--- config.mk ---
export PLATFORM = sky130hd
export DESIGN_NAME = fpu_resp_scheduler
export DESIGN_NICKNAME = d
export VERILOG_FILES = /design/src/rtl/fpu_resp_scheduler.sv
export SDC_FILE = /design/constraint.sdc
export NUM_CORES = 1
export LEC_CHECK = 0
export BUFFER_PORTS_ARGS = -buffer_cell sky130_fd_sc_hd__buf_2
export CAP_MARGIN = 20
export CELL_PAD_IN_SITES_DETAIL_PLACEMENT = 0
export CELL_PAD_IN_SITES_GLOBAL_PLACEMENT = 1
export CORE_MARGIN = 1.5
export CORE_UTILIZATION = 38
export CTS_CLUSTER_DIAMETER = 200
export DETAILED_ROUTE_END_ITERATION = 6
export MAX_ROUTING_LAYER = met4
export PLACE_DENSITY = 0.66
export SYNTH_ARGS = -nofsm -noshare
export SYNTH_HDL_FRONTEND = slang
export SYNTH_SLANG_ARGS = --single-unit
export TNS_END_PERCENT = 10
--- constraint.sdc ---
create_clock -name clk -period 6.7 [get_ports clk]
set_input_delay 1.675 -clock clk [delete_from_list [all_inputs] [get_ports clk]]
set_output_delay 1.675 -clock clk [all_outputs]
set_load 0.05 [all_outputs]
--- src/rtl/fpu_resp_scheduler.sv ---
// fpu_resp_scheduler
// Merges the responses of two FPU result sources onto one valid/ready
// output stream. Each source has its own FIFO_DEPTH-entry buffer. When
// both buffers hold data, a round-robin pointer picks the source. A stalled
// output beat is locked so that the data, flags and source index stay
// stable until the beat is accepted.
//
// Ports
//   clk, rst                       clock, synchronous active-high reset
//   resp_valid{0,1}_i              source valid
//   resp_ready{0,1}_o              source buffer can accept (registered count)
//   resp_rdata{0,1}_i              source result data
//   resp_flag{0,1}_i               source result flags
//   data_r_valid_o / data_r_ready_i   merged output handshake
//   data_r_rdata_o / data_r_flag_o    merged data/flags (zero when idle)
//   data_r_src_o                   source index of current beat (zero when idle)
module fpu_resp_scheduler #(
    parameter int DATA_WIDTH = 32,
    parameter int FLAG_WIDTH = 8,
    parameter int FIFO_DEPTH = 2
) (
    input  logic                  clk,
    input  logic                  rst,
    input  logic                  resp_valid0_i,
    input  logic                  resp_valid1_i,
    output logic                  resp_ready0_o,
    output logic                  resp_ready1_o,
    input  logic [DATA_WIDTH-1:0] resp_rdata0_i,
    input  logic [DATA_WIDTH-1:0] resp_rdata1_i,
    input  logic [FLAG_WIDTH-1:0] resp_flag0_i,
    input  logic [FLAG_WIDTH-1:0] resp_flag1_i,
    output logic                  data_r_valid_o,
    input  logic                  data_r_ready_i,
    output logic [DATA_WIDTH-1:0] data_r_rdata_o,
    output logic [FLAG_WIDTH-1:0] data_r_flag_o,
    output logic                  data_r_src_o
);

    localparam int PW = $clog2(FIFO_DEPTH);
    localparam int CW = $clog2(FIFO_DEPTH + 1);
    localparam int EW = DATA_WIDTH + FLAG_WIDTH;
    localparam logic [CW-1:0] FULL = CW'(FIFO_DEPTH);

    // Per-source buffer state; entry layout is {flag, data}.
    logic [EW-1:0] r_mem [2][FIFO_DEPTH];
    logic [PW-1:0] r_wp  [2];
    logic [PW-1:0] r_rp  [2];
    logic [CW-1:0] r_cnt [2];

    logic r_rr;
    logic r_lock;
    logic r_lock_src;

    logic [1:0]    w_in_valid;
    logic [EW-1:0] w_in_ent [2];
    logic [1:0]    w_ready;
    logic [1:0]    w_ne;
    logic [1:0]    w_push;
    logic [1:0]    w_pop;
    logic          w_sel;
    logic          w_out_valid;
    logic          w_fire;
    logic [EW-1:0] w_head;

    assign w_in_valid  = {resp_valid1_i, resp_valid0_i};
    assign w_in_ent[0] = {resp_flag0_i, resp_rdata0_i};
    assign w_in_ent[1] = {resp_flag1_i, resp_rdata1_i};

    always_comb begin
        w_ready = '0;
        w_ne    = '0;
        w_push  = '0;
        for (int unsigned s = 0; s < 2; s++) begin
            w_ready[s] = (r_cnt[s] != FULL);
            w_ne[s]    = (r_cnt[s] != '0);
            w_push[s]  = w_in_valid[s] & w_ready[s];
        end
    end

    // Selection: a held (locked) beat wins; otherwise the only non-empty
    // buffer, or the round-robin choice when both hold data.
    always_comb begin
        w_sel = r_rr;
        if (r_lock) begin
            w_sel = r_lock_src;
        end else if (w_ne[0] ^ w_ne[1]) begin
            w_sel = w_ne[1];
        end
    end

    assign w_out_valid = |w_ne;
    assign w_fire      = w_out_valid & data_r_ready_i;
    assign w_pop[0]    = w_fire & ~w_sel;
    assign w_pop[1]    = w_fire & w_sel;
    assign w_head      = r_mem[w_sel][r_rp[w_sel]];

    assign resp_ready0_o  = w_ready[0];
    assign resp_ready1_o  = w_ready[1];
    assign data_r_valid_o = w_out_valid;
    assign data_r_rdata_o = w_out_valid ? w_head[DATA_WIDTH-1:0] : '0;
    assign data_r_flag_o  = w_out_valid ? w_head[EW-1:DATA_WIDTH] : '0;
    assign data_r_src_o   = w_out_valid & w_sel;

    // Storage needs no reset: pointers and counts define what is valid.
    always_ff @(posedge clk) begin
        for (int unsigned s = 0; s < 2; s++) begin
            if (w_push[s]) begin
                r_mem[s][r_wp[s]] <= w_in_ent[s];
            end
        end
    end

    always_ff @(posedge clk) begin
        if (rst) begin
            for (int unsigned s = 0; s < 2; s++) begin
                r_wp[s]  <= '0;
                r_rp[s]  <= '0;
                r_cnt[s] <= '0;
            end
            r_rr       <= 1'b0;
            r_lock     <= 1'b0;
            r_lock_src <= 1'b0;
        end else begin
            for (int unsigned s = 0; s < 2; s++) begin
                if (w_push[s]) begin
                    r_wp[s] <= r_wp[s] + 1'b1;
                end
                if (w_pop[s]) begin
                    r_rp[s] <= r_rp[s] + 1'b1;
                end
                case ({w_push[s], w_pop[s]})
                    2'b10:   r_cnt[s] <= r_cnt[s] + 1'b1;
                    2'b01:   r_cnt[s] <= r_cnt[s] - 1'b1;
                    default: r_cnt[s] <= r_cnt[s];
                endcase
            end
            if (w_fire) begin
                r_rr <= ~w_sel;
            end
            // A stalled beat keeps its source. The lock drops in the
            // handshake cycle.
            r_lock     <= w_out_valid & ~data_r_ready_i;
            r_lock_src <= w_sel;
        end
    end

endmodule

==> results.sh, run 1 <==
export IMPL_status="finished, final reports clean"
export IMPL_worst_pin_slew_ps=1092
export IMPL_clk_pin_slew_ps=60
export IMPL_hold_path_class="reg -> reg"
export IMPL_final_core_util_pct=46.72
export IMPL_cts_resized=0
export IMPL_avgRoutedWirePerCell_um=17.64
export IMPL_drt_pre_antenna_iters=4
export IMPL_dieArea_um2=20080
export IMPL_setup_ws_ps=1654
export IMPL_clk_latency_ps=410
export IMPL_grt_antenna_before_repair=0
export IMPL_initial_core_util_pct=38.95
export IMPL_path_max_fanout=23
export IMPL_synth_cells=457
export IMPL_slew_headroom_pct=27.17
export IMPL_setup_viol=0
export IMPL_ioPinCount=129
export IMPL_critPathArrivalTime_ps=3370
export IMPL_cts_buffers=17
export IMPL_place_ws_ps=2061
export IMPL_clock_root_buffer="clkbuf_16"
export IMPL_fmax_ghz=0.1982
export IMPL_finalHoldViolCount=0
export IMPL_route_detailed_drc=0
export IMPL_diodes=0
export IMPL_synth_compound_gate_area_share_pct=1.044
export IMPL_dp_cells=800
export IMPL_dp_hpwl_mm=9.147
export IMPL_cts_sink_count=171
export IMPL_cts_tree="built"
export IMPL_route_vias_total=4036
export IMPL_synth_xor_area_share_pct=0.2396
export IMPL_wl_mm=14.61
export IMPL_grt_overflow=0
export IMPL_multi_input_area_um2=2068
export IMPL_fin_nets=678
export IMPL_drive_gt1_share_pct=34.85
export IMPL_postCtsSetupBuffers=0
export IMPL_muxShareOfSynthArea_pct=19.01
export IMPL_ys_seq_elements=171
export IMPL_slew_violations=0
export IMPL_fin_crit_sh_pct=75.31
export IMPL_critPathLaunchType="flop"
export IMPL_crit_required_ps=5030
export IMPL_ys_types=29
export IMPL_numPortBuffers=128
export IMPL_h_tree_depth=4
export IMPL_clk_path_buf_depth=2
export IMPL_fp_coreArea_um2=18770
export IMPL_area_growth_pct=19.94
export IMPL_grt_usage_pct=15.61
export IMPL_drt_vias_per_instance=4.874
export IMPL_regArea_um2=5105
export IMPL_min_period_ps=5046
export IMPL_critPathMaxStageDelay_ps=680
export IMPL_layoutNonFillerInstCount=828
export IMPL_syn_nets=549
export IMPL_max_cap_viol_count=0
export IMPL_cts_hold_buffers_added=0
export IMPL_grt_pass1_vias=4115
export IMPL_gp_routability_congestion=0.7182
export IMPL_worstSetupPathType="reg -> out"
export IMPL_netlist_area_um2=7311
export IMPL_synthSimpleGateAreaFrac_pct=6.367
export IMPL_drt_iter0_markers=113
export IMPL_synth_top_area_share_pct=69.01
export IMPL_syn_area_per_cell_um2=16.00
export IMPL_crit_slowest_cell="o31a_2"
export IMPL_grt_pass1_wl_mm=22.56
export IMPL_cp_end_kind="output pin"
export IMPL_synth_area_top_cells="edfxtp_1 69%, mux2i_1 11%, mux2_4 7.6%, nor2_1 4.9%, ha_1 1.2%"
export IMPL_die_x_um=141.7
export IMPL_synth_adder_area_share_pct=1.198
export IMPL_ys_warn_count=0
export IMPL_synth_top_area_cell="edfxtp_1"
export IMPL_dieHeight_um=141.7
export IMPL_ys_seq_area_share_pct=69.83
export IMPL_grt_max_degree=87
export IMPL_tns_ps=0
export IMPL_ant_nets=0
export IMPL_rows=50
export IMPL_synth_top_family_by_area="multiplexers"
export IMPL_fill_cells=1684
export IMPL_rsz0062_at_grt="false"
export IMPL_final_setup_skew_ps=9.425
export IMPL_cp_cell_sequence="inv_1 -> ha_1 -> ha_4 -> nor2_1 -> o31a_2 -> buf_4 -> mux2_2 -> buf_2"
## layout by cell type (no fill, tap or decap), drive strengths merged, types with 2 or more instances in the layout
cell type  synthesis  routed
mux2              40      40
nor3               3       3
mux2i             80      80
buf               16     135
clkinv             0       2
dfxtp              3       3
inv                7       7
nor2              95      95
a211oi             2       2
clkinvlp           0       3
nand2b             5       5
and2               2       2
nand2              6       6
o21bai             2       2
ha                 7       7
and3               2       2
xnor2              2       2
edfxtp           168     168
clkbuf             9      19
bufinv             0       3
## cell type report
type                    count  share of cell area (%)
well taps                 234                   3.339
inverters                   7                  0.2997
repair buffers            135                   8.191
flip-flops and latches    171                   58.22
multi-input cells         254                   23.59
clock buffers              19                   4.937
clock inverters             8                   1.427
## flip-flops by register name (all words and copies together), names as in the netlist
name	cells
r_cnt	4
r_lock	1
r_lock_src	1
r_mem	160
r_rp	2
r_rr	1
r_wp	2
## synthesized netlist by cell type
cell type  number
a211oi_1        2
a21o_1          1
a21oi_1         1
a31o_2          1
and2_1          1
and2_4          1
and3_1          2
buf_1           2
buf_2           9
buf_6           5
clkbuf_1        9
dfxtp_1         3
edfxtp_1      168
ha_1            7
inv_1           7
mux2_2          3
mux2_4         37
mux2i_1        80
nand2_1         6
nand2b_1        5
nor2_1         95
nor2b_1         1
nor3_1          3
nor4_1          1
o21bai_1        2
o311ai_1        1
o31a_1          1
o31ai_1         1
xnor2_1         2
## final timing paths
path               startpoint                 end  slack [ps]  cells after the start
setup / recovery  r_cnt[1][0]  data_r_rdata_o[11]        1650                      8
hold / removal           r_rr                r_rr         480                      2
setup reg to reg  r_cnt[1][0]         r_cnt[1][1]        3330                     11
hold reg to reg          r_rr                r_rr         480                      2
## metrics by stage
stage | hold slack, ps | cell area (um2)
floorplan | 436.7 | 7311
global placement | 451.4 | 8170
detailed placement | 468.2 | 8190
CTS | 476.3 | 8748
global route | 489.4 | 8768
finish | 478.8 | 8768
## worst max-delay path: cells and delay by family, from the launching register on
kind / cells / cell delay, ps
mux: 1 / 390
buf+inv: 3 / 860
flops: 1 / 400
compound gates: 1 / 680
simple gates: 1 / 190
fa+ha+maj: 2 / 420
## metal layers
metal	vias to the layer above	wire (um)	track usage [%]
li1	1932	-	-
met1	1977	6624	19.77
met2	114	7063	24.96
met3	13	747	3.341
met4	0	172	5.426
met5	-	0	-
## cells by family (layout without fill, tap and decap cells)
kind of cell    Yosys count  count (layout)
flops                   171             171
fa+ha+maj                 7               7
mux                     120             120
compound gates           10              10
xor+xnor                  2               2
buf+inv                  32             169
simple gates            115             115
Power of run 1 is left out: the tool's default activity adds up to more than one toggle a clock period on the data nets, which glitch-free logic cannot reach.
==> run 2: changes to the inputs <==
--- a/config.mk
+++ b/config.mk
@@ -5,6 +5,7 @@
 export SDC_FILE = /design/constraint.sdc
 export NUM_CORES = 1
 export LEC_CHECK = 0
+export ABC_AREA = 1
 export BUFFER_PORTS_ARGS = -buffer_cell sky130_fd_sc_hd__buf_2
 export CAP_MARGIN = 20
 export CELL_PAD_IN_SITES_DETAIL_PLACEMENT = 0
@@ -14,7 +15,7 @@
 export CTS_CLUSTER_DIAMETER = 200
 export DETAILED_ROUTE_END_ITERATION = 6
 export MAX_ROUTING_LAYER = met4
-export PLACE_DENSITY = 0.66
+export PLACE_DENSITY = 0.7
 export SYNTH_ARGS = -nofsm -noshare
 export SYNTH_HDL_FRONTEND = slang
 export SYNTH_SLANG_ARGS = --single-unit
==> constraint.sdc (replaced) <==
create_clock -name clk -period 4.9 [get_ports clk]
set_input_delay 1.225 -clock clk [delete_from_list [all_inputs] [get_ports clk]]
set_output_delay 1.225 -clock clk [all_outputs]
set_load 0.05 [all_outputs]
==> run 2 against run 1 <==
  * Hold slack improved by 9.5 ps
  * Register-to-register slack got worse by 1800 ps
  * Utilization fell by 0.39 points
  * Design area rose by 3.2%
  * Clock-buffer cell count rose by 1
  * Synthesized cell count rose by 68%
  * Cell count rose by 41%
  * Sequential share of layout area fell by 1.8 points
  * Critical path type unchanged
  * Critical endpoint is now data_r_rdata_o[28]
==> results.sh, run 2 <==
export IMPL_status="finished, final reports clean"
export IMPL_clk_latency_ps=420
export IMPL_slew_headroom_pct=31.41
export IMPL_critPathMaxStageDelay_ps=420
export IMPL_drive_gt1_share_pct=19.78
export IMPL_drt_vias_per_instance=4.571
export IMPL_crit_top_cell="nand2_1"
export IMPL_final_core_util_pct=46.33
export IMPL_yosysMostFrequentCell="nand2_1"
export IMPL_cp_cell_sequence="inv_1 -> ha_1 -> ha_1 -> inv_1 -> nand2_1 -> nand3_2 -> buf_4 -> nand2_2 -> buf_12 -> nand2_1 -> nand2_1 -> nor2_1 -> nor2_1 -> buf_2"
export IMPL_ys_async_sr_fraction_pct=0
export IMPL_dieArea_um2=20800
export IMPL_grt_usage_pct=19.44
export IMPL_hold_path_class="reg -> reg"
export IMPL_critPathTopFamily="buffers and inverters"
export IMPL_ioPinCount=129
export IMPL_grt_overflow=0
export IMPL_largest_reg_flops=160
export IMPL_rows=51
export IMPL_fin_crit_sh_pct=89.40
export IMPL_dieHeight_um=144.2
export IMPL_wl_mm=18.62
export IMPL_synth_top_area_share_pct=66.56
export IMPL_crit_slowest_cell="nand2_2"
export IMPL_synthFlopType="edfxtp_1"
export IMPL_cts_sink_count=171
export IMPL_path_max_fanout=23
export IMPL_synth_cells=768
export IMPL_cp_num_buf_inv=5
export IMPL_critPathLaunchType="flop"
export IMPL_cts_tree="built"
export IMPL_clk_path_buf_depth=2
export IMPL_max_cap_viol_count=0
export IMPL_slew_violations=0
export IMPL_layout_common_cells="254 x nand2_1, 168 x edfxtp_1, 128 x buf_2, 100 x inv_1, 90 x nor2_1"
export IMPL_synth_top_area_cell="edfxtp_1"
export IMPL_crit_required_ps=3670
export IMPL_final_common_cell="nand2_1"
export IMPL_fin_nets=981
export IMPL_cts_buffers=17
export IMPL_setup_viol=0
export IMPL_synth_common_cells="256 x nand2_1, 168 x edfxtp_1, 100 x inv_1"
export IMPL_ys_seq_area_share_pct=67.35
export IMPL_postCtsSetupBuffers=0
export IMPL_fmax_ghz=0.2283
export IMPL_grt_antenna_before_repair=2
export IMPL_grt_pass1_wl_mm=28.55
export IMPL_area_growth_pct=19.35
export IMPL_netlist_area_um2=7580
export IMPL_critPathArrivalTime_ps=3160
export IMPL_worstSetupPathType="reg -> out"
export IMPL_route_detailed_drc=0
export IMPL_finalHoldViolCount=0
export IMPL_ant_nets=0
export IMPL_drt_iter0_markers=399
export IMPL_cp_end_kind="output pin"
export IMPL_gp_routability_congestion=0.7094
export IMPL_initial_core_util_pct=38.82
export IMPL_ys_seq_elements=171
export IMPL_tns_ps=0
export IMPL_worst_pin_slew_ps=1026
export IMPL_numPortBuffers=128
export IMPL_clk_pin_slew_ps=60
export IMPL_grt_max_degree=81
export IMPL_drt_pre_antenna_iters=5
export IMPL_syn_nets=860
export IMPL_dp_hpwl_mm=11.50
export IMPL_synth_enable_flop_cells=168
export IMPL_fp_coreArea_um2=19530
export IMPL_route_vias_total=5334
export IMPL_die_x_um=144.2
export IMPL_clock_root_buffer="clkbuf_16"
export IMPL_syn_area_per_cell_um2=9.869
export IMPL_min_period_ps=4380
export IMPL_ys_warn_count=0
export IMPL_rsz0062_at_grt="false"
export IMPL_final_setup_skew_ps=7.127
export IMPL_synth_area_top_cells="edfxtp_1 67%, nand2_1 13%, nand3_1 5.6%, inv_1 5.0%, nor2_1 4.7%"
export IMPL_grt_pass1_vias=5171
export IMPL_avgRoutedWirePerCell_um=15.96
export IMPL_ys_types=20
export IMPL_h_tree_depth=4
[run 2: changes by cell type in the layout (fill, tap and decap cells not counted), moves of 5 or more]
cell      change
inv_1        +93
buf_4         +5
mux2i_1      -80
nand2_1     +248
nand2b_1      -5
nand3_1      +83
clkinv_2      +5
mux2_4       -37
[run 2: worst reg2reg max path, stage by stage, from the launching register on]
cell and delay [ps]:
edfxtp_1 360, inv_1 70, ha_1 220, ha_1 310
inv_1 80, nand2_1 60, nand3_2 60, buf_4 310
nand2_2 420, buf_12 320, nor2_1 150, ha_1 260
nor3_1 230, a21oi_1 140, nand3_1 90, o31ai_1 60
[run 2: path summary, 6_finish.rpt]
check | start | end | slack, ps | cells after the start
worst max register to register | r_cnt[1][0] | r_cnt[1][1] | 1490 | 15
worst min-delay path | r_rr | r_rr | 490 | 2
worst min register to register | r_rr | r_rr | 490 | 2
worst max-delay path | r_cnt[1][0] | data_r_rdata_o[28] | 520 | 14
[run 2: cells by family after synthesis]
family	synth area share [%]
and+or+nand+nor	23.46
DFF	67.35
buffers and inverters	7.379
adders and majority gates	1.155
AOI/OAI and AO/OA	0.4292
xor gates and xnor gates	0.2311
[run 2: area by class of cell]
type / count / area [um2]
antenna: 2 / 5.005
fill: 1891 / 10480
multi-input combinational: 457 / 1974
tap: 265 / 331.6
inverter: 102 / 382.9
timing repair buffer: 140 / 755.7
clock inverter: 10 / 55.05
clock buffer: 20 / 436.7
sequential: 171 / 5105
[run 2: through the flow]
step	hold slack [ps]	setup WS, ps	area [um2]	instances
3_3_place_gp	473.3	792.7	8541	1135
5_1_grt	534.1	174.5	9046	1167
3_5_place_dp	477.0	733.1	8541	1135
4_1_cts	486.5	279.9	9032	1165
6_report	488.3	519.5	9046	1167
2_1_floorplan	443.3	1296	7580	768
[run 2: per-layer routing]
layer,routed length (um),GRT usage (%),vias to the layer above
met5,0,-,-
met4,201,5.688,0
met3,1049,4.139,19
met2,8691,30.40,173
met1,8680,25.63,2446
li1,-,-,2696
[run 2: timing repair]
action | 4_1_cts | 5_1_grt
gates resized for setup | 0 | 1
hold buffers | 0 | 0
setup endpoints to repair | 0 | 9
Power of run 2 is left out for the same reason.
==> run 3: changes to the inputs <==
--- a/config.mk
+++ b/config.mk
@@ -15,7 +15,7 @@
 export CTS_CLUSTER_DIAMETER = 200
 export DETAILED_ROUTE_END_ITERATION = 6
 export MAX_ROUTING_LAYER = met4
-export PLACE_DENSITY = 0.7
+export PLACE_DENSITY = 0.73
 export SYNTH_ARGS = -nofsm -noshare
 export SYNTH_HDL_FRONTEND = slang
 export SYNTH_SLANG_ARGS = --single-unit
==> constraint.sdc (replaced) <==
create_clock -name clk -period 3.9 [get_ports clk]
set_input_delay 0.975 -clock clk [delete_from_list [all_inputs] [get_ports clk]]
set_output_delay 0.975 -clock clk [all_outputs]
set_load 0.05 [all_outputs]
==> run 3 against run 2 <==
  * Sequential share of layout area is 2.3 points lower
  * Clock skew is 0.86 ps higher
  * Cell count is 0.94% higher
  * Largest cell class unchanged
==> results.sh, run 3 (synthesis results as in run 2) <==
export IMPL_status="finished, final reports clean"
export IMPL_largest_reg_flops=160
export IMPL_fin_crit_sh_pct=95.16
export IMPL_grt_pass1_vias=5171
export IMPL_rsz0062_at_grt="true"
export IMPL_cts_sink_count=171
export IMPL_drive_gt1_share_pct=21.58
export IMPL_grt_antenna_before_repair=0
export IMPL_rows=51
export IMPL_critPathLaunchType="flop"
export IMPL_clk_path_buf_depth=2
export IMPL_area_growth_pct=24.40
export IMPL_dieArea_um2=20800
export IMPL_clk_latency_ps=420
export IMPL_drt_vias_per_instance=4.571
export IMPL_drt_iter0_markers=351
export IMPL_final_setup_skew_ps=7.987
export IMPL_slew_violations=0
export IMPL_slew_headroom_pct=47.73
export IMPL_grt_usage_pct=19.15
export IMPL_dp_hpwl_mm=11.49
export IMPL_ioPinCount=129
export IMPL_dieHeight_um=144.2
export IMPL_finalHoldViolCount=0
export IMPL_gp_routability_congestion=0.7692
export IMPL_crit_required_ps=2920
export IMPL_route_detailed_drc=0
export IMPL_fmax_ghz=0.2695
export IMPL_numPortBuffers=128
export IMPL_cts_hold_buffers_added=0
export IMPL_fp_coreArea_um2=19530
export IMPL_max_cap_viol_count=0
export IMPL_clock_root_buffer="clkbuf_16"
export IMPL_layout_common_cells="254 x nand2_1, 168 x edfxtp_1, 103 x buf_2, 100 x inv_1, 87 x nor2_1"
export IMPL_initial_core_util_pct=38.82
export IMPL_cp_end_kind="output pin"
export IMPL_avgRoutedWirePerCell_um=16.00
export IMPL_cts_buffers=17
export IMPL_h_tree_depth=4
export IMPL_grt_max_degree=42
export IMPL_grt_overflow=0
export IMPL_place_ws_ps=435.9
export IMPL_critPathArrivalTime_ps=2740
export IMPL_hold_path_class="reg -> reg"
export IMPL_drt_pre_antenna_iters=5
export IMPL_cts_tree="built"
export IMPL_clk_pin_slew_ps=60
export IMPL_fin_nets=992
export IMPL_setup_ws_ps=188.8
export IMPL_grt_pass1_wl_mm=28.21
export IMPL_die_x_um=144.2
export IMPL_worstSetupPathType="reg -> out"
export IMPL_final_common_cell="nand2_1"
export IMPL_route_vias_total=5385
export IMPL_diodes=0
export IMPL_wl_mm=18.85
export IMPL_path_max_fanout=40
export IMPL_ant_nets=0
export IMPL_setup_viol=0
export IMPL_min_period_ps=3711
export IMPL_worst_pin_slew_ps=782.2
==> run 3: worst paths after layout <==
check                            startpoint                 to  slack, ps  depth (start not counted)
worst max-delay path            r_cnt[1][0]  data_r_rdata_o[6]        190                         12
worst max register to register  r_cnt[1][0]        r_cnt[1][1]        990                         11
worst min register to register         r_rr               r_rr        490                          2
worst min-delay path                   r_rr               r_rr        490                          2
==> run 3: area by class of cell <==
cell class                      count  area [um2]
Clock buffer                       19       432.9
Sequential cell                   171        5105
Timing Repair Buffer              150       978.4
Fill cell                        1861       10100
Inverter                          102       382.9
Multi-Input combinational cell    458        2023
Tap cell                          265       331.6
Clock inverter                     13       175.2
==> run 3: per-stage QoR <==
| step | cell area (um2) | TNS [ps] | hold slack, ps | std cells | util, % |
|---|---|---|---|---|---|
| finish | 9429 | 0 | 486.8 | 1178 | 48.29 |
| global placement | 8658 | 0 | 473.9 | 1142 | 44.34 |
| CTS | 9280 | -135.0 | 481.4 | 1174 | 47.53 |
| detailed placement | 8658 | 0 | 470.8 | 1142 | 44.34 |
| global route | 9429 | -41.73 | 536.4 | 1178 | 48.29 |
| floorplan | 7580 | 0 | 443.3 | 768 | - |
==> run 3: routing by layer <==
metal,up-vias,global-route usage (%),wire length [um]
met4,0,5.529,191
met2,162,31.93,9302
met3,13,3.543,1010
li1,2721,-,-
met5,-,-,0
met1,2489,23.93,8342
==> run 3: repair_timing <==
action	CTS	global route
setup buffers	0	3
resized for setup	2	48
cloned	0	1
setup endpoints to repair	12	37
pin swaps	0	1
==> run 3: critical path, cell delays in order, from the launching register on <==
cell and delay [ps]:
edfxtp_1 350, inv_1 60, ha_1 230, ha_1 320, inv_1 80, nand2_1 80
nand3_4 140, nand3_4 160, nand2_8 180, buf_12 220, nor2_1 80, nor2_1 150
clkbuf_4 250
Power of run 3 is left out for the same reason.
